## src/rtl/gctr_stream_if.sv

```systemverilog
// Handshake/bus bundle for gctr_stream: command, cipher request/response,
// input block stream and output block stream.
interface gctr_stream_if #(
    parameter int DATA_WIDTH = 128,
    parameter int CNT_W      = 16
);
    logic                  start;
    logic [DATA_WIDTH-1:0] icb;
    logic [CNT_W-1:0]      num_blocks;
    logic [7:0]            last_bits;
    logic                  busy;
    logic                  done;
    logic [DATA_WIDTH-1:0] cb_out;
    logic [DATA_WIDTH-1:0] ciph_cb;
    logic                  ciph_valid;
    logic [DATA_WIDTH-1:0] ciph_ks;
    logic                  ciph_ks_valid;
    logic [DATA_WIDTH-1:0] in_data;
    logic                  in_valid;
    logic                  in_ready;
    logic [DATA_WIDTH-1:0] out_data;
    logic                  out_valid;
    logic                  out_ready;
    logic                  out_last;

    modport slave (
        input  start, icb, num_blocks, last_bits, ciph_ks, ciph_ks_valid,
               in_data, in_valid, out_ready,
        output busy, done, cb_out, ciph_cb, ciph_valid, in_ready,
               out_data, out_valid, out_last
    );

    modport master (
        output start, icb, num_blocks, last_bits, ciph_ks, ciph_ks_valid,
               in_data, in_valid, out_ready,
        input  busy, done, cb_out, ciph_cb, ciph_valid, in_ready,
               out_data, out_valid, out_last
    );
endinterface

```

## src/rtl/gctr_stream.sv

```systemverilog
// GCTR streaming engine: issues counter blocks to an external cipher, buffers
// keystream in a credit-limited FIFO and XORs it with the input block stream.
module gctr_stream #(
    parameter int DATA_WIDTH = 128,
    parameter int S          = 32,
    parameter int KS_DEPTH   = 4,
    parameter int CNT_W      = 16
) (
    input  logic         clk,
    input  logic         rst,
    gctr_stream_if.slave bus
);
    localparam int PW  = (KS_DEPTH > 1) ? $clog2(KS_DEPTH) : 1;
    localparam int CW  = $clog2(KS_DEPTH + 1);
    localparam int CW1 = CW + 1;

    typedef enum logic [1:0] {IDLE = 2'd0, RUN = 2'd1, DRAIN = 2'd2} state_e;

    state_e                state_q, state_d;
    logic [DATA_WIDTH-1:0] cb_q, cb_d;
    logic [CNT_W-1:0]      issued_q, issued_d, paired_q, paired_d, num_q, num_d;
    logic [7:0]            last_bits_q, last_bits_d;
    logic [CW-1:0]         outst_q, outst_d, fifo_cnt_q, fifo_cnt_d;
    logic [PW-1:0]         wr_ptr_q, wr_ptr_d, rd_ptr_q, rd_ptr_d;
    logic [DATA_WIDTH-1:0] fifo_mem_q [KS_DEPTH];
    logic                  ciph_valid_q, ciph_valid_d;
    logic [DATA_WIDTH-1:0] ciph_cb_q, ciph_cb_d;
    logic [DATA_WIDTH-1:0] out_data_q, out_data_d;
    logic                  out_valid_q, out_valid_d, out_last_q, out_last_d;
    logic                  zero_done_q, zero_done_d;
    logic [DATA_WIDTH-1:0] cb_out_q, cb_out_d;

    logic                  issue_s, pair_s, in_ready_s, accept_last_s, final_pair_s;
    logic [CW:0]           credit_s;
    logic [8:0]            lb_s;
    logic [DATA_WIDTH-1:0] mask_s, xor_s;

    // Increment only the low S bits of a counter block, modulo 2^S.
    function automatic logic [DATA_WIDTH-1:0] inc_s(input logic [DATA_WIDTH-1:0] cb);
        logic [DATA_WIDTH-1:0] low_mask;
        low_mask = {DATA_WIDTH{1'b1}} >> (DATA_WIDTH - S);
        return (cb & ~low_mask) | ((cb + {{(DATA_WIDTH-1){1'b0}}, 1'b1}) & low_mask);
    endfunction

    assign credit_s      = {1'b0, outst_q} + {1'b0, fifo_cnt_q};
    assign issue_s       = (state_q == RUN) && (issued_q < num_q) && (credit_s < CW1'(KS_DEPTH));
    assign in_ready_s    = (state_q == RUN) && (fifo_cnt_q != {CW{1'b0}}) && (!out_valid_q || bus.out_ready);
    assign pair_s        = bus.in_valid && in_ready_s;
    assign final_pair_s  = pair_s && ((paired_q + CNT_W'(1)) == num_q);
    assign accept_last_s = (state_q == DRAIN) && out_valid_q && bus.out_ready;
    assign lb_s          = (last_bits_q == 8'd0) ? 9'(DATA_WIDTH) : {1'b0, last_bits_q};
    // MSB-first: keep the top lb_s bits of the final block.
    assign mask_s        = ~({DATA_WIDTH{1'b1}} >> lb_s);
    assign xor_s         = bus.in_data ^ fifo_mem_q[rd_ptr_q];

    // Next-state logic for the FSM, counters, FIFO pointers and output registers.
    always_comb begin
        state_d     = state_q;
        cb_d        = cb_q;
        issued_d    = issued_q;
        paired_d    = paired_q;
        num_d       = num_q;
        last_bits_d = last_bits_q;
        outst_d     = outst_q + CW'(issue_s) - CW'(bus.ciph_ks_valid);
        fifo_cnt_d  = fifo_cnt_q;
        wr_ptr_d    = wr_ptr_q;
        rd_ptr_d    = rd_ptr_q;
        ciph_valid_d = issue_s;
        ciph_cb_d   = ciph_cb_q;
        out_data_d  = out_data_q;
        out_valid_d = out_valid_q;
        out_last_d  = out_last_q;
        zero_done_d = 1'b0;
        cb_out_d    = cb_out_q;

        case (state_q)
            IDLE: begin
                if (bus.start && (bus.num_blocks == {CNT_W{1'b0}})) begin
                    zero_done_d = 1'b1;
                    cb_out_d    = bus.icb;
                end else if (bus.start) begin
                    state_d     = RUN;
                    cb_d        = bus.icb;
                    issued_d    = {CNT_W{1'b0}};
                    paired_d    = {CNT_W{1'b0}};
                    num_d       = bus.num_blocks;
                    last_bits_d = bus.last_bits;
                end else begin
                    state_d = IDLE;
                end
            end
            RUN: begin
                if (final_pair_s) begin
                    state_d = DRAIN;
                end else begin
                    state_d = RUN;
                end
            end
            DRAIN: begin
                if (accept_last_s) begin
                    state_d = IDLE;
                end else begin
                    state_d = DRAIN;
                end
            end
            default: state_d = IDLE;
        endcase

        if (issue_s) begin
            ciph_cb_d = cb_q;
            cb_d      = inc_s(cb_q);
            issued_d  = issued_q + CNT_W'(1);
            if ((issued_q + CNT_W'(1)) == num_q) begin
                cb_out_d = inc_s(cb_q);
            end else begin
                cb_out_d = cb_out_q;
            end
        end else begin
            ciph_cb_d = ciph_cb_q;
        end

        case ({bus.ciph_ks_valid, pair_s})
            2'b10:   fifo_cnt_d = fifo_cnt_q + CW'(1);
            2'b01:   fifo_cnt_d = fifo_cnt_q - CW'(1);
            default: fifo_cnt_d = fifo_cnt_q;
        endcase
        if (bus.ciph_ks_valid) begin
            wr_ptr_d = (wr_ptr_q == PW'(KS_DEPTH - 1)) ? {PW{1'b0}} : wr_ptr_q + PW'(1);
        end else begin
            wr_ptr_d = wr_ptr_q;
        end

        if (pair_s) begin
            rd_ptr_d    = (rd_ptr_q == PW'(KS_DEPTH - 1)) ? {PW{1'b0}} : rd_ptr_q + PW'(1);
            paired_d    = paired_q + CNT_W'(1);
            out_valid_d = 1'b1;
            out_last_d  = final_pair_s;
            out_data_d  = final_pair_s ? (xor_s & mask_s) : xor_s;
        end else if (bus.out_ready) begin
            out_valid_d = 1'b0;
            out_last_d  = 1'b0;
        end else begin
            out_valid_d = out_valid_q;
        end
    end

    // State and datapath registers with synchronous reset.
    always_ff @(posedge clk) begin
        if (rst) begin
            state_q      <= IDLE;
            cb_q         <= {DATA_WIDTH{1'b0}};
            issued_q     <= {CNT_W{1'b0}};
            paired_q     <= {CNT_W{1'b0}};
            num_q        <= {CNT_W{1'b0}};
            last_bits_q  <= 8'd0;
            outst_q      <= {CW{1'b0}};
            fifo_cnt_q   <= {CW{1'b0}};
            wr_ptr_q     <= {PW{1'b0}};
            rd_ptr_q     <= {PW{1'b0}};
            ciph_valid_q <= 1'b0;
            ciph_cb_q    <= {DATA_WIDTH{1'b0}};
            out_data_q   <= {DATA_WIDTH{1'b0}};
            out_valid_q  <= 1'b0;
            out_last_q   <= 1'b0;
            zero_done_q  <= 1'b0;
            cb_out_q     <= {DATA_WIDTH{1'b0}};
        end else begin
            state_q      <= state_d;
            cb_q         <= cb_d;
            issued_q     <= issued_d;
            paired_q     <= paired_d;
            num_q        <= num_d;
            last_bits_q  <= last_bits_d;
            outst_q      <= outst_d;
            fifo_cnt_q   <= fifo_cnt_d;
            wr_ptr_q     <= wr_ptr_d;
            rd_ptr_q     <= rd_ptr_d;
            ciph_valid_q <= ciph_valid_d;
            ciph_cb_q    <= ciph_cb_d;
            out_data_q   <= out_data_d;
            out_valid_q  <= out_valid_d;
            out_last_q   <= out_last_d;
            zero_done_q  <= zero_done_d;
            cb_out_q     <= cb_out_d;
        end
    end

    // Keystream storage; occupancy is tracked by the pointers and count above.
    always_ff @(posedge clk) begin
        if (bus.ciph_ks_valid) begin
            fifo_mem_q[wr_ptr_q] <= bus.ciph_ks;
        end else begin
            fifo_mem_q[wr_ptr_q] <= fifo_mem_q[wr_ptr_q];
        end
    end

    assign bus.busy       = (state_q != IDLE);
    assign bus.done       = zero_done_q | accept_last_s;
    assign bus.cb_out     = cb_out_q;
    assign bus.ciph_cb    = ciph_cb_q;
    assign bus.ciph_valid = ciph_valid_q;
    assign bus.in_ready   = in_ready_s;
    assign bus.out_data   = out_data_q;
    assign bus.out_valid  = out_valid_q;
    assign bus.out_last   = out_last_q;
endmodule

```

## src/flat_wrapper.sv

```systemverilog
// flat-port wrapper written by rule: the top's interface ports become plain ports
module gctr_stream_flat 
#(
    parameter int DATA_WIDTH = 128,
    parameter int S          = 32,
    parameter int KS_DEPTH   = 4,
    parameter int CNT_W      = 16
)
  (clk, rst, bus_start, bus_icb, bus_num_blocks, bus_last_bits, bus_ciph_ks, bus_ciph_ks_valid, bus_in_data, bus_in_valid, bus_out_ready, bus_busy, bus_done, bus_cb_out, bus_ciph_cb, bus_ciph_valid, bus_in_ready, bus_out_data, bus_out_valid, bus_out_last);
  gctr_stream_if #(.DATA_WIDTH(DATA_WIDTH), .CNT_W(CNT_W)) bus_i ();
  input  logic clk;
  input  logic rst;
  input wire logic [$bits(bus_i.start)-1:0] bus_start;
  input wire logic [$bits(bus_i.icb)-1:0] bus_icb;
  input wire logic [$bits(bus_i.num_blocks)-1:0] bus_num_blocks;
  input wire logic [$bits(bus_i.last_bits)-1:0] bus_last_bits;
  input wire logic [$bits(bus_i.ciph_ks)-1:0] bus_ciph_ks;
  input wire logic [$bits(bus_i.ciph_ks_valid)-1:0] bus_ciph_ks_valid;
  input wire logic [$bits(bus_i.in_data)-1:0] bus_in_data;
  input wire logic [$bits(bus_i.in_valid)-1:0] bus_in_valid;
  input wire logic [$bits(bus_i.out_ready)-1:0] bus_out_ready;
  output wire logic [$bits(bus_i.busy)-1:0] bus_busy;
  output wire logic [$bits(bus_i.done)-1:0] bus_done;
  output wire logic [$bits(bus_i.cb_out)-1:0] bus_cb_out;
  output wire logic [$bits(bus_i.ciph_cb)-1:0] bus_ciph_cb;
  output wire logic [$bits(bus_i.ciph_valid)-1:0] bus_ciph_valid;
  output wire logic [$bits(bus_i.in_ready)-1:0] bus_in_ready;
  output wire logic [$bits(bus_i.out_data)-1:0] bus_out_data;
  output wire logic [$bits(bus_i.out_valid)-1:0] bus_out_valid;
  output wire logic [$bits(bus_i.out_last)-1:0] bus_out_last;
  assign bus_i.start = bus_start;
  assign bus_i.icb = bus_icb;
  assign bus_i.num_blocks = bus_num_blocks;
  assign bus_i.last_bits = bus_last_bits;
  assign bus_i.ciph_ks = bus_ciph_ks;
  assign bus_i.ciph_ks_valid = bus_ciph_ks_valid;
  assign bus_i.in_data = bus_in_data;
  assign bus_i.in_valid = bus_in_valid;
  assign bus_i.out_ready = bus_out_ready;
  assign bus_busy = bus_i.busy;
  assign bus_done = bus_i.done;
  assign bus_cb_out = bus_i.cb_out;
  assign bus_ciph_cb = bus_i.ciph_cb;
  assign bus_ciph_valid = bus_i.ciph_valid;
  assign bus_in_ready = bus_i.in_ready;
  assign bus_out_data = bus_i.out_data;
  assign bus_out_valid = bus_i.out_valid;
  assign bus_out_last = bus_i.out_last;
  gctr_stream #(.DATA_WIDTH(DATA_WIDTH), .S(S), .KS_DEPTH(KS_DEPTH), .CNT_W(CNT_W)) u_core (.clk(clk), .rst(rst), .bus(bus_i));
endmodule
```

## config.mk

```make
export PLATFORM = sky130hd
export DESIGN_NAME = gctr_stream_flat
export DESIGN_NICKNAME = d
export VERILOG_FILES = /design/src/rtl/gctr_stream_if.sv /design/src/rtl/gctr_stream.sv /design/src/flat_wrapper.sv
export SDC_FILE = /design/constraint.sdc
export NUM_CORES = 2
export LEC_CHECK = 0
export CORE_ASPECT_RATIO = 0.5
export CORE_MARGIN = 2
export CORE_UTILIZATION = 43
export CTS_CLUSTER_DIAMETER = 100
export DETAILED_ROUTE_END_ITERATION = 12
export PLACE_DENSITY = 0.67
export SKIP_LAST_GASP = 1
export SLEW_MARGIN = 25
export SYNTH_ARGS = -nofsm -noshare
export SYNTH_HDL_FRONTEND = slang
export SYNTH_SLANG_ARGS = --single-unit
```

## constraint.sdc

```tcl
create_clock -name clk -period 6 [get_ports clk]
set_input_delay 0.9 -clock clk [delete_from_list [all_inputs] [get_ports clk]]
set_output_delay 0.9 -clock clk [all_outputs]
set_load 0.02 [all_outputs]
```

==> results.md <==
* Fmax at around 250 MHz
* Setup TNS at 0 ns
* Row cnt at 85
* Post-CTS sizing at 0
* Top Metal Used: met5
* Cells after synthesis at roughly 4100
* Htree depth at 3
* Cts bufs inserted at ~100
* PortBufs at between 800 and 900
* Leakage power at ~21 nW
* Mapped Area at 0.04642 mm2
* Final Hold Fails at 0
* Detailed placer's ending HPWL at about 97000 um
* Congestion Overflow GR at 0
* Final Max Slew Viols at 0
* Pwr per Cell Area at 296.6 mW/mm2
* CTS root buffer: clkbuf_16
* IO Pins at ~800
* Worst slew pin tran at 1.068 ns
* Non-Filler Instances at approximately 6300
* Reg area at between 0.02 and 0.03 mm2
* Worst-case reg-to-reg path depth at 9
* # clock sinks at 1098
* Final min period at between 3 and 4 ns
* Layout Nets at 5198
* R2R Setup Slk at 2.03 ns
* Max clock buf depth at 3
* Mean post-synth cell area at 11.33 um2
* Post-synth top area cell: edfxtp_1
* Hold path start: u_core.bus.ciph_cb[27]
* Worst min path class: flop to flop
* Die Ht at 236.3 um
* Reg2reg start: u_core.paired_q[7]
* Hold Buf Count CTS at 0
* WHS Endpoint: u_core.bus.ciph_cb[27]
* GP Congestion at 0.9046
* Share of cells above drive strength 1 at between 10% and 20%
* Die footprint at roughly 0.11 mm2
* Hold path depth at 2
* Post-CTS Repair Setup Buffers at 0
* Area Overhead vs Synth at 27.62%
* Skew final at ~0.032 ns
* Kind of critical path: flop to flop
* Die width at 468.6 um
* Crit path required time at roughly 6.6 ns
* Clk slew on worst S/H paths at approximately 0.070 ns
* Worst-skew pair later-pin latency at between 0.7 and 0.8 ns
* Vias in the first global route at roughly 33000
* # placed instances at slightly above 6000
* CP Launch Type: flop
* Total power at approximately 18 mW
* Distinct cells, synth at 74
* Syn nets at about 4500
* Metal2 WL at ~74000 um
* RR Endpoint: u_core.bus.out_data[97]
* Most frequent cells in the layout: nand2_1, clkdlybuf4s50_1, dfxtp_1
* Max-Cap Viols at 0
* Final ANT Viol Nets at 0
* Final wirelength at 145100 um
* Synth Flop Type: dfxtp_1
* Post-synth EDFFs at 512
* Initial antenna violation count at 42
* Routed vias/inst at ~5.5
* Routed wl met3 at around 7300 um
* FILL cells at between 8000 and 9000
* Crit Path Max Fanout at 54
* Relative slew slack at 28.79%
* Peak supply drop at 0.2292 mV
* GR Util All Layers at about a quarter
* Core Region at roughly 0.11 mm2
* Setup-failing EPs final at 0
* Multi-input logic area at around 0.018 mm2
* TritonRoute pass-1 iters at 6
* Synth Register Bits at approximately 1100
* Setup WS post-layout at roughly 2.0 ns
* WHS at 0.4508 ns
* Drt drc at 0
* Post-synth top area share at between 30% and 40%
* Post-synthesis async set-or-reset flop share at 0%
* CP Capture Type: flop
* Largest net degree at the start of global routing at between 200 and 250
* Worst Path Arrival at about 4.6 ns
* Dpl ws at 1.741 ns
* Drt wl/cell at approximately 23 um
* Synth warn at 0
* Vias at between 30000 and 40000
* Commonest non-fill, non-tap cell in the layout: nand2_1
* RSZ-0062 raised after global routing: false
* Met1 WL at 56270 um
* Final worst path period share at roughly 66%
* DRT iter0 DRCs at about 3200
* First-pass GRT wire length at 212900 um
* Sequential share of the synthesized area at between 50% and 60%
* Initial core utilization at 43.25%
* CTS tree: done
* Top area cells in the synthesized netlist: edfxtp_1, dfxtp_1, nand2_1
* Status: completed
-- per-layer routing --
| metal | track usage [%] | vias to the layer above |
|---|---|---|
| met5 | 0 | - |
| met1 | 30.75 | 17100 |
| met2 | 43.16 | 1174 |
| met3 | 3.786 | 302 |
| li1 | - | 15976 |
| met4 | 14.43 | 8 |
-- kinds of logic (layout without fill, tap and decap cells) --
logic type | Yosys count | in the layout | synth area share, %
mux | 262 | 262 | 10.32
fa+ha+maj | 31 | 31 | 0.8680
simple gates | 1351 | 1351 | 12.72
buf+inv | 331 | 1074 | 3.157
flops | 1098 | 1098 | 58.40
other cells | 0 | 38 | 0
xor+xnor | 207 | 207 | 3.906
compound gates | 815 | 815 | 10.63
-- critical path: stages (launching register included) --
cell	delay, ns
dfxtp_1	0.50
nand4_1	0.14
nor4_1	0.62
o211ai_1	0.18
a2111oi_0	0.53
nand4_1	0.19
buf_4	0.37
nor3_4	0.85
buf_12	0.30
o21ai_1	0.11
-- cells in the mapped netlist, types with 40 or more instances --
| master | number |
|---|---|
| a21oi_1 | 442 |
| a32oi_1 | 87 |
| clkbuf_1 | 240 |
| dfxtp_1 | 586 |
| edfxtp_1 | 512 |
| inv_1 | 40 |
| mux2_4 | 109 |
| mux4_2 | 128 |
| nand2_1 | 882 |
| nor2_1 | 141 |
| nor2b_1 | 127 |
| o21ai_0 | 49 |
| o21ai_1 | 60 |
| o31ai_1 | 47 |
| xnor2_1 | 100 |
| xor2_1 | 107 |
-- per-stage QoR --
stage / instance area [um2] / utilization [%]
final: 59240 / 55.20
after detailed placement: 55610 / 51.82
after floorplan: 46420 / -
after global placement: 55600 / 51.81
after global routing: 59240 / 55.20
after CTS: 59130 / 55.10
-- area by class of cell --
class / count / share of cell area, %
Tap cell: 1435 / 3.031
Timing Repair Buffer: 847 / 14.46
Multi-Input combinational cell: 2666 / 30.37
Sequential cell: 1098 / 45.78
Inverter: 42 / 0.2661
Antenna cell: 38 / 0.1605
Clock buffer: 135 / 4.752
Clock inverter: 50 / 1.185
-- worst max-delay path by stage --
| stage | startpoint | to | cells past startpoint | slack (ns) |
|---|---|---|---|---|
| after global placement | bus_out_ready | u_core.bus.out_data[68] | 12 | 1.71 |
| after floorplan | bus_ciph_ks_valid | u_core.fifo_mem_q[0][0] | 1 | 1.67 |
| after CTS | u_core.fifo_cnt_q[2] | u_core.bus.cb_out[12] | 9 | 2.04 |
| after detailed placement | bus_out_ready | u_core.bus.out_data[68] | 12 | 1.74 |
| after global routing | u_core.num_q[8] | u_core.bus.cb_out[0] | 10 | 1.79 |
| final | u_core.paired_q[7] | u_core.bus.out_data[97] | 9 | 2.03 |
-- power breakdown --
group / internal [mW] / switching [mW]
clock: 3.93 / 2.98
sequential: 8.16 / 0.195
combinational: 0.934 / 1.38
total: 13.0 / 4.55
-- sequential cells by signal, summed over array words and instances, names as in the netlist, 8 cells and up, named ones only --
signal,count
u_core.fifo_mem_q,512
u_core.bus.cb_out,128
u_core.bus.ciph_cb,128
u_core.bus.out_data,128
u_core.cb_q,128
u_core.issued_q,16
u_core.num_q,16
u_core.paired_q,16
u_core.last_bits_q,8
Note: power is estimated with default switching activity, not from simulation.
